File: config.mk
export PLATFORM = sky130hd
export DESIGN_NAME = fifo_axis_reader
export DESIGN_NICKNAME = d
export VERILOG_FILES = /design/src/rtl/fifo_axis_reader_pkg.sv /design/src/rtl/fifo_axis_reader.sv
export SDC_FILE = /design/constraint.sdc
export NUM_CORES = 1
export LEC_CHECK = 0
export ABC_CLOCK_PERIOD_IN_PS = 2100
export CAP_MARGIN = 40
export CORE_AREA = 2 2 54 56
export CTS_BUF_LIST = sky130_fd_sc_hd__clkbuf_4
export DETAILED_ROUTE_END_ITERATION = 10
export DIE_AREA = 0 0 56 58
export GPL_TIMING_DRIVEN = 0
export PLACE_DENSITY = 0.9
export SYNTH_ARGS = -nofsm -noshare
export SYNTH_HDL_FRONTEND = slang
export SYNTH_SLANG_ARGS = --single-unit
File: constraint.sdc
create_clock -name clk -period 2.1 [get_ports clk]
set_input_delay 0.315 -clock clk [delete_from_list [all_inputs] [get_ports clk]]
set_output_delay 0.315 -clock clk [all_outputs]
set_load 0.005 [all_outputs]
File: src/rtl/fifo_axis_reader_pkg.sv
// Shared stream package: reader FSM state encodings and common widths.
// Imported by the FIFO-to-AXI-Stream reader.
package fifo_axis_reader_pkg;

    localparam int DATA_WIDTH_DEF = 8;

    typedef enum logic [1:0] {
        IDLE   = 2'd0,
        STREAM = 2'd1,
        DRAIN  = 2'd2,
        FIN    = 2'd3
    } state_t;

endpackage

File: src/rtl/fifo_axis_reader.sv
// Pops a fixed number of words from a show-ahead FIFO and presents them
// as an AXI-Stream transfer through a single output register stage.
module fifo_axis_reader
    import fifo_axis_reader_pkg::*;
#(
    parameter int DATA_WIDTH = DATA_WIDTH_DEF,
    parameter int LEN_WIDTH  = 10
) (
    input  logic                  clk,
    input  logic                  rst,
    input  logic                  start,
    input  logic [LEN_WIDTH-1:0]  len,
    output logic                  busy,
    output logic                  done,
    input  logic                  fifo_rempty,
    input  logic [DATA_WIDTH-1:0] fifo_rdata,
    output logic                  fifo_re,
    output logic                  m_axis_tvalid,
    input  logic                  m_axis_tready,
    output logic [DATA_WIDTH-1:0] m_axis_tdata,
    output logic                  m_axis_tlast
);

    state_t               state;
    state_t               state_nxt;
    logic [LEN_WIDTH-1:0] remaining;
    logic                 pop;
    logic                 accept;
    logic                 last_word;

    assign accept    = m_axis_tvalid & m_axis_tready;
    assign last_word = (remaining == LEN_WIDTH'(1));

    // Next-state and pop decision; a pop only happens when the output
    // register is empty or being emptied this cycle.
    always_comb begin
        state_nxt = state;
        pop       = 1'b0;
        case (state)
            IDLE: begin
                if (start) begin
                    state_nxt = (len == '0) ? FIN : STREAM;
                end
            end
            STREAM: begin
                pop = !fifo_rempty && (remaining != '0) &&
                      (!m_axis_tvalid || m_axis_tready);
                if (pop && last_word) begin
                    state_nxt = DRAIN;
                end
            end
            DRAIN: begin
                if (accept && m_axis_tlast) begin
                    state_nxt = FIN;
                end
            end
            FIN: begin
                state_nxt = IDLE;
            end
            default: begin
                state_nxt = IDLE;
            end
        endcase
    end

    assign fifo_re = pop;
    assign busy    = (state != IDLE);
    assign done    = (state == FIN);

    // State register.
    always_ff @(posedge clk or posedge rst) begin
        if (rst) begin
            state <= IDLE;
        end else begin
            state <= state_nxt;
        end
    end

    // Beat counter: loaded when a transfer is accepted, counts pops down.
    always_ff @(posedge clk or posedge rst) begin
        if (rst) begin
            remaining <= '0;
        end else if (state == IDLE && start) begin
            remaining <= len;
        end else if (pop) begin
            remaining <= remaining - LEN_WIDTH'(1);
        end
    end

    // Output register: load on pop, empty on accept, otherwise hold.
    always_ff @(posedge clk or posedge rst) begin
        if (rst) begin
            m_axis_tdata  <= '0;
            m_axis_tvalid <= 1'b0;
            m_axis_tlast  <= 1'b0;
        end else if (pop) begin
            m_axis_tdata  <= fifo_rdata;
            m_axis_tvalid <= 1'b1;
            m_axis_tlast  <= last_word;
        end else if (accept) begin
            m_axis_tvalid <= 1'b0;
            m_axis_tlast  <= 1'b0;
        end
    end

endmodule

==> results.sh <==
export IMPL_status="finished clean"
export IMPL_wl_um=3010
export IMPL_cts_tree="done"
export IMPL_drive_gt1_frac=0.145
export IMPL_async_flop_share=1.00
export IMPL_synth_nets=170
export IMPL_path_clk_slew_ps=130
export IMPL_synth_seq_cells=22
export IMPL_hold_viol_final=0
export IMPL_diodes=0
export IMPL_drv_slew=0
export IMPL_power_total_uw=2100
export IMPL_io_buffers=35
export IMPL_track_usage=0.215
export IMPL_instances_no_fill=217
export IMPL_synth_area_leaders="dfrtp_1, nand2_1, ha_1"
export IMPL_first_pass_iters=4
export IMPL_yosys_cell_types_count=29
export IMPL_synth_cells=139
export IMPL_via_count=1135
export IMPL_vias_per_cell=5.23
export IMPL_drc=0
export IMPL_synth_most_common_cell="nand2_1"
export IMPL_p_per_area_nw_per_um2=1210
export IMPL_synth_flop_cell="dfrtp_1"
export IMPL_grt_pass1_vias=1259
export IMPL_h_tree_depth=1
export IMPL_fin_nets=218
export IMPL_power_leakage_uw=0.000781
export IMPL_worst_setup_path_end_kind="output pin"
export IMPL_cts_buffers=3
export IMPL_ant_nets=0
export IMPL_path_class="reg2out"
export IMPL_die_w_um=56
export IMPL_startpoint_type="flip-flop"
export IMPL_die_y_um=58
export IMPL_cts_sinks=22
export IMPL_synth_edff_count=0
export IMPL_clock_latency_ps=320
export IMPL_placementRows=19
export IMPL_crit_required_ps=1780
export IMPL_cp_arrival_ps=1620
export IMPL_synth_top_area_frac=0.444
export IMPL_grt_ovfl_total=0
export IMPL_ff2ff_path_depth=6
export IMPL_relSlewSlack=0.721
export IMPL_rsz0062_at_grt="false"
export IMPL_place_congestion=0.926
export IMPL_synth_area_sq_um=1240
export IMPL_period_share=0.924
export IMPL_worstMarginPinSlew_ps=414
export IMPL_area_growth_pct=40.1
export IMPL_core_region_area_sq_um=2660
export IMPL_cts_root_buf="clkbuf_4"
export IMPL_drtIter0Drc=28
export IMPL_hold_class="in2async"
export IMPL_yosysWarningCount=0
export IMPL_finalSetupViolations=0
export IMPL_grt_pass1_wl_um=5360
export IMPL_r2r_end="state[0]"
export IMPL_r2r_start="remaining[3]"
export IMPL_start_util=0.466
export IMPL_ys_top_cells_by_count="nand2_1, dfrtp_1, nor2_1"
export IMPL_crit_fanout=4
export IMPL_peakVddDrop_uv=708
export IMPL_pin_count=36
export IMPL_place_detailed_hpwl_um=2280
export IMPL_drv_cap=0
export IMPL_synth_top_area_cell="dfrtp_1"
export IMPL_yosysSeqAreaShare=0.444
export IMPL_syn_avg_cell_area_sq_um=8.93
export IMPL_timing_fmax_mhz=516
export IMPL_fin_util=0.653
export IMPL_dp_cells=206
export IMPL_wl_per_cell_um=13.8
export IMPL_clk_path_buf_depth=2
export IMPL_finalCriticalPeriod_ps=1940
export IMPL_die_area_sq_um=3250
export IMPL_grt_start_max_net_pins=15
export IMPL_rrSetupSlack_ps=400
export IMPL_antenna_found_initial=0
export IMPL_fin_skew_ps=5.66
==> logic make-up after synthesis <==
family | count (synthesis) | synth area share
and+or+nand+nor | 70 | 0.270
DFF | 22 | 0.444
AOI/OAI and AO/OA | 16 | 0.0726
buffers and inverters | 12 | 0.0494
adders and majority gates | 8 | 0.0806
xor gates and xnor gates | 6 | 0.0423
muxes | 5 | 0.0413
==> worst max-delay path: stages, from the launching register on <==
cell and delay [ps]:
dfrtp_2 460, nor4_4 290, and4_4 260, nand2b_4 140, inv_4 50, buf_6 110
==> flip-flops by register name (all words and copies together), names as in the netlist <==
signal and cells:
m_axis_tdata 8, m_axis_tlast 1, m_axis_tvalid 1, remaining 10, state 2
==> placed cells by master, fill, tap and decap left out, drive strengths merged, types with 6 or more instances in the layout <==
cell / instances
nand2: 30
ha: 8
a21oi: 10
buf: 12
nor2: 18
dfrtp: 22
inv: 8
clkdlybuf4s50: 34
nor4: 6
xnor2: 6
==> area by class of cell <==
class                           count  area, sq um
Multi-Input combinational cell    105          644
Tap cell                           31         38.8
Timing Repair Buffer               45          434
Sequential cell                    22          554
Clock buffer                        3         22.5
Inverter                            8         32.5
Fill cell                         232          923
Clock inverter                      1         3.75
Buffer                              2         8.76
==> where the power goes <==
| part | switching, uW | internal, uW | total [uW] |
|---|---|---|---|
| clock network | 138 | 69.7 | 208 |
| logic | 510 | 594 | 1100 |
| registers | 160 | 626 | 786 |
| total | 808 | 1290 | 2100 |
==> layer usage <==
| layer | vias to the layer above | wire length (um) | track usage |
|---|---|---|---|
| met5 | - | 0 | 0 |
| met4 | 0 | 95 | 0.112 |
| met3 | 9 | 184 | 0.0603 |
| met2 | 39 | 1540 | 0.385 |
| met1 | 530 | 1180 | 0.233 |
| li1 | 557 | - | - |
==> per-stage QoR <==
| step | TNS (ps) | hold WS [ps] | worst slack [ps] | area (sq um) |
|---|---|---|---|---|
| after floorplan | 0 | 304 | 375 | 1240 |
| after detailed placement | -321 | 466 | -321 | 1650 |
| final | 0 | 248 | 160 | 1740 |
| after global routing | 0 | 275 | 44.1 | 1740 |
| after global placement | -283 | 460 | -283 | 1630 |
| after CTS | 0 | 263 | 0.626 | 1740 |
==> worst max-delay path by stage <==
stage / startpoint / slack (ps) / cells after the start / endpoint
after floorplan: remaining[3] / 370 / 7 / remaining[1]
after global placement: m_axis_tready / -280 / 7 / fifo_re
after detailed placement: m_axis_tready / -320 / 7 / fifo_re
after CTS: remaining[5] / 0.6 / 7 / fifo_re
after global routing: state[0] / 40 / 4 / busy
final: remaining[3] / 160 / 5 / fifo_re
==> timing repair <==
| action | in CTS | in global routing |
|---|---|---|
| hold buffers | 0 | 0 |
| pin swaps | 2 | 2 |
| gates resized for setup | 13 | 2 |
| hold endpoints to repair | 0 | 0 |
| setup buffers | 7 | 2 |
| endpoints found under the setup margin | 1 | 1 |
Power figures use the tool's default switching activity.
